## src/rtl/banco_de_registradores_if.sv

```systemverilog
// Bus bundle for the 64x32 register bank: read/write addresses, write
// controls and the three combinational read ports.
`default_nettype none

interface banco_de_registradores_if;
  logic [5:0]  RS;
  logic [5:0]  RT;
  logic [5:0]  RD;
  logic [31:0] SPIn;
  logic [31:0] DadoEscrito;
  logic        RegWrite;
  logic        NOP;
  logic        StackOP;
  logic        JAL;
  logic [31:0] dado1;
  logic [31:0] dado2;
  logic [31:0] SPOut;

  modport master (
    output RS, RT, RD, SPIn, DadoEscrito, RegWrite, NOP, StackOP, JAL,
    input  dado1, dado2, SPOut
  );

  modport slave (
    input  RS, RT, RD, SPIn, DadoEscrito, RegWrite, NOP, StackOP, JAL,
    output dado1, dado2, SPOut
  );
endinterface

`default_nettype wire

```

## src/rtl/banco_de_registradores.sv

```systemverilog
// ============================================================================
// Module      : banco_de_registradores
// Description : 64 x 32-bit register file, two async read ports, dedicated
//               stack-pointer register with its own write path, JAL link write.
// Revision    : 1.0 - initial release
// ============================================================================
`default_nettype none

module banco_de_registradores #(
  parameter int          SP_INDEX = 29,
  parameter int          RA_INDEX = 31,
  parameter logic [31:0] SP_RESET = 32'd1023
) (
  input  wire                       clock,
  input  wire                       reset,
  banco_de_registradores_if.slave   bus
);

  localparam logic [5:0] c_sp_idx = 6'(SP_INDEX);
  localparam logic [5:0] c_ra_idx = 6'(RA_INDEX);

  logic [31:0] r_regs [0:63];
  logic [5:0]  w_dest;

  assign w_dest = bus.JAL ? c_ra_idx : bus.RD;

  // The stack-pointer write is issued last so it wins a same-edge collision
  // with a normal write to the SP register.
  always_ff @(posedge clock) begin
    if (reset) begin
      for (int i = 0; i < 64; i++) begin
        r_regs[i] <= ((i == SP_INDEX) && (SP_INDEX != 0)) ? SP_RESET : 32'd0;
      end
    end else if (!bus.NOP) begin
      if (bus.RegWrite && (w_dest != 6'd0)) begin
        r_regs[w_dest] <= bus.DadoEscrito;
      end
      if (bus.StackOP && (c_sp_idx != 6'd0)) begin
        r_regs[c_sp_idx] <= bus.SPIn;
      end
    end
  end

  assign bus.dado1 = (bus.RS == 6'd0) ? 32'd0 : r_regs[bus.RS];
  assign bus.dado2 = (bus.RT == 6'd0) ? 32'd0 : r_regs[bus.RT];
  assign bus.SPOut = (c_sp_idx == 6'd0) ? 32'd0 : r_regs[c_sp_idx];

endmodule

`default_nettype wire

```

## src/flat_wrapper.sv

```systemverilog
// flat-port wrapper written by rule: the top's interface ports become plain ports
module banco_de_registradores_flat 
#(
  parameter int          SP_INDEX = 29,
  parameter int          RA_INDEX = 31,
  parameter logic [31:0] SP_RESET = 32'd1023
)
  (clock, reset, bus_RS, bus_RT, bus_RD, bus_SPIn, bus_DadoEscrito, bus_RegWrite, bus_NOP, bus_StackOP, bus_JAL, bus_dado1, bus_dado2, bus_SPOut);
  banco_de_registradores_if bus_i ();
  input  wire clock;
  input  wire reset;
  input wire logic [$bits(bus_i.RS)-1:0] bus_RS;
  input wire logic [$bits(bus_i.RT)-1:0] bus_RT;
  input wire logic [$bits(bus_i.RD)-1:0] bus_RD;
  input wire logic [$bits(bus_i.SPIn)-1:0] bus_SPIn;
  input wire logic [$bits(bus_i.DadoEscrito)-1:0] bus_DadoEscrito;
  input wire logic [$bits(bus_i.RegWrite)-1:0] bus_RegWrite;
  input wire logic [$bits(bus_i.NOP)-1:0] bus_NOP;
  input wire logic [$bits(bus_i.StackOP)-1:0] bus_StackOP;
  input wire logic [$bits(bus_i.JAL)-1:0] bus_JAL;
  output wire logic [$bits(bus_i.dado1)-1:0] bus_dado1;
  output wire logic [$bits(bus_i.dado2)-1:0] bus_dado2;
  output wire logic [$bits(bus_i.SPOut)-1:0] bus_SPOut;
  assign bus_i.RS = bus_RS;
  assign bus_i.RT = bus_RT;
  assign bus_i.RD = bus_RD;
  assign bus_i.SPIn = bus_SPIn;
  assign bus_i.DadoEscrito = bus_DadoEscrito;
  assign bus_i.RegWrite = bus_RegWrite;
  assign bus_i.NOP = bus_NOP;
  assign bus_i.StackOP = bus_StackOP;
  assign bus_i.JAL = bus_JAL;
  assign bus_dado1 = bus_i.dado1;
  assign bus_dado2 = bus_i.dado2;
  assign bus_SPOut = bus_i.SPOut;
  banco_de_registradores #(.SP_INDEX(SP_INDEX), .RA_INDEX(RA_INDEX), .SP_RESET(SP_RESET)) u_core (.clock(clock), .reset(reset), .bus(bus_i));
endmodule
```

## config.mk

```make
export PLATFORM = sky130hd
export DESIGN_NAME = banco_de_registradores_flat
export DESIGN_NICKNAME = d
export VERILOG_FILES = /design/src/rtl/banco_de_registradores_if.sv /design/src/rtl/banco_de_registradores.sv /design/src/flat_wrapper.sv
export SDC_FILE = /design/constraint.sdc
export NUM_CORES = 2
export LEC_CHECK = 0
export CORE_MARGIN = 10
export CORE_UTILIZATION = 63
export CTS_BUF_LIST = sky130_fd_sc_hd__clkbuf_16
export CTS_CLUSTER_SIZE = 12
export DETAILED_ROUTE_END_ITERATION = 6
export HOLD_SLACK_MARGIN = 0.02
export PLACE_DENSITY_LB_ADDON = 0.12
export SLEW_MARGIN = 15
export SYNTH_ARGS = -nofsm -noshare
export SYNTH_HDL_FRONTEND = slang
export SYNTH_SLANG_ARGS = --single-unit
```

## constraint.sdc

```tcl
create_clock -name clock -period 3.95 [get_ports clock]
set_input_delay 0.79 -clock clock [delete_from_list [all_inputs] [get_ports clock]]
set_output_delay 0.79 -clock clock [all_outputs]
set_load 0.01 [all_outputs]
```

==> qor.txt <==
status: finished with violations
failing checks: negative setup slack
LEAKAGE: 46.94 nW
final antenna-violating net count: 0
Max-cap violations: 0
Largest regs: u_core.r_regs (2048)
WP data required: 3160 ps
Least-Margin Pin Slew: 1289 ps
top cells by count, synth: edfxtp_1 (2048), and2_1 (1987), mux4_2 (1053), clkbuf_1 (500), mux2i_1 (185)
Power Dens Cells: 403.8 nW/um^2
Yosys warnings: 0
PnR Total Power: 53.01 mW
TritonCTS buffer count: 211
sequential fraction of the synthesis area: 56.27%
Crit path arrival time: 3370 ps
Hold Crit Class: in -> reg
Async SR Flop Fraction: 0%
Core Area: 172100 sq um
Clock Path Buffers: 3
Worst Setup Start Kind: primary input
DRT iter0 DRCs: 13330
max_slew headroom: 14.07%
Detailed Routing Iterations Pass 1: 6
EDFF count, synth: 2048
Hold-fix buffers, CTS: 0
clk sinks: 2048
Worst Setup SP: bus_RT[0]
Chip Height: 436.5 um
drt via density: 7.390
setup repair after global routing missed its margin: yes
fmax: 240.1 MHz
Avg Inst Size Synth: 15.43 sq um
VDD IR max: 0.0005202 V
DRC viols: 0
share of post-route cells with drive strength above 1: 37.05%
most frequent cell after synthesis: edfxtp_1
critical-path cell list: buf_16, buf_16, buf_16, mux4_2, mux2i_4, a2111oi_2, a21oi_4, buf_6, o211ai_1, buf_2
Tot GR Track Use: 44.02%
Biggest register: u_core.r_regs
detailed placement HPWL: 275.7 mm
max incr delay on CP: 540 ps
max FFs per register: 2048
row cnt: 152
Port-buffer cells: 183
Setup CP Type: in -> out
final hold violations: 0
crit-path max FO: 13
area share of the largest cell type after synthesis: 56.27%
die area: 190500 sq um
GR met3 Demand/Resource: 15.37%
Hold Startpoint: bus_DadoEscrito[8]
CTS tree: built
Synth cell types: 55
Tmin final: 4165 ps
Routability Congestion: 0.9761
Slew Limit Fails: 0
Starting Density: 63.50%
top cells by area, synth: edfxtp_1 (56%), mux4_2 (22%), and2_1 (11%), clkbuf_1 (1.7%), mux2i_1 (1.7%)
via count: 76540
Wirelength per Cell: 41.00 um
Worst setup EP type: output port
synthesized flop and latch total: 2048
vias in the first global route: 75860
setup ws final: -214.9 ps
top cell type by total area after synthesis: edfxtp_1
final period utilization: 105.4%
Remaining Overflow, GRT: 0
largest net degree at the start of global routing: 82
first-pass GRT wire length: 585.6 mm
final net count: 7967
grt peak-use layer: met2
Layout Cells excl Fill: 10360
top_reg_cell synth: edfxtp_1
initial antenna violation count: 28
M2 GR Usage: 64.69%
Post-Syn Instances: 7084
met1 Use GR: 51.65%
final setup violation count: 28
Boundary Pins: 184
Area Growth Syn to Fin: 20.11%
Fin Setup TNS: -1343 ps
slowest library cell on the worst path: mux4_2
CTS clock-pin slew for the worst setup and hold paths: 70 ps
H-tree Lvls: 4
cell chosen for the clock root: clkbuf_16
cell area after synthesis: 109300 sq um
Die W: 436.5 um
CP most frequent cell: buf_16
Cells after DPL: 9830
DRT Wirelength: 424.6 mm
==> metrics by stage <==
step	worst slack (ps)	cell area [sq um]	hold WS (ps)	util [%]
3_5_place_dp	-1228	120900	1226	70.21
4_1_cts	-136.0	130200	301.6	75.63
6_report	-214.9	131300	342.1	76.27
3_3_place_gp	-1422	120800	1221	70.20
5_1_grt	-125.1	131200	343.3	76.25
2_1_floorplan	555.1	109400	988.2	-
==> critical path, delay by kind of cell <==
| kind | cells | cell delay [ps] |
|---|---|---|
| buffers and inverters | 5 | 1000 |
| AOI/OAI and AO/OA | 3 | 790 |
| muxes | 2 | 770 |
==> cell usage in the layout, fill, tap and decap left out, types with 15 or more instances in the layout <==
master,synthesis,layout
mux2i_1,185,139
a22o_1,53,53
clkdlybuf4s50_1,0,75
buf_2,173,55
conb_1,1,32
or2_2,63,61
edfxtp_1,2048,2048
clkinv_2,0,33
buf_8,2,16
nor2_1,175,103
dlygate4sd2_1,0,17
buf_12,2,190
nand3_2,0,16
nand2_1,145,116
mux2_2,40,34
a21oi_1,67,44
inv_1,4,53
and2_1,1987,1986
nand2_2,0,25
o21ai_0,38,23
a211o_1,23,16
a22oi_2,0,20
buf_6,17,66
o21ai_1,10,15
o22ai_1,43,27
nand2b_1,24,23
buf_4,40,831
mux2i_4,0,19
nor2_2,0,47
clkinv_1,1,53
nand3_1,87,66
a22oi_1,67,47
clkbuf_16,0,220
nor2_4,0,25
buf_16,0,47
mux2i_2,0,27
o211ai_1,20,20
mux4_2,1053,1054
==> final cells by class <==
class | count | area [sq um]
sequential | 2048 | 61500
timing repair buffer | 1334 | 14160
fill | 9978 | 40850
tap | 2310 | 2890
antenna | 14 | 35.03
clock inverter | 153 | 859.6
multi-input combinational | 4278 | 46450
clock buffer | 214 | 5355
inverter | 6 | 27.53
==> layer usage <==
layer	up-vias	part of all wire, %
li1	28870	-
met1	38250	29
met2	7474	44
met3	1929	15
met4	14	11
met5	-	0.022
==> power by group <==
group / leakage [nW] / switching [mW] / internal, mW
Combinational: 24.2 / 4.80 / 3.88
Sequential: 19.5 / 0.652 / 25.0
Clock: 3.26 / 8.55 / 10.1
Total: 46.9 / 14.0 / 39.0
==> timing repair <==
action / 4_1_cts / 5_1_grt
setup endpoints to repair: 64 / 54
resized for setup: 544 / 137
pin swaps: 54 / 59
setup buffers: 76 / 56
cloned: 25 / 6
==> logic make-up (layout without fill, tap and decap cells) <==
family,Yosys count,in the layout,synth area share (%)
buf+inv,789,1707,3.214
mux,1283,1283,23.93
compound gates,442,442,2.959
other cells,1,46,0.003431
flops,2048,2048,56.27
simple gates,2521,2521,13.63
==> worst paths after layout <==
kind                                              to  slack [ps]  cells after the start
setup / recovery                       bus_dado2[28]        -210                     10
hold / removal    u_core.r_regs[25][8]$_SDFFCE_PN0P_         340                      2
Power figures use the tool's default switching activity.
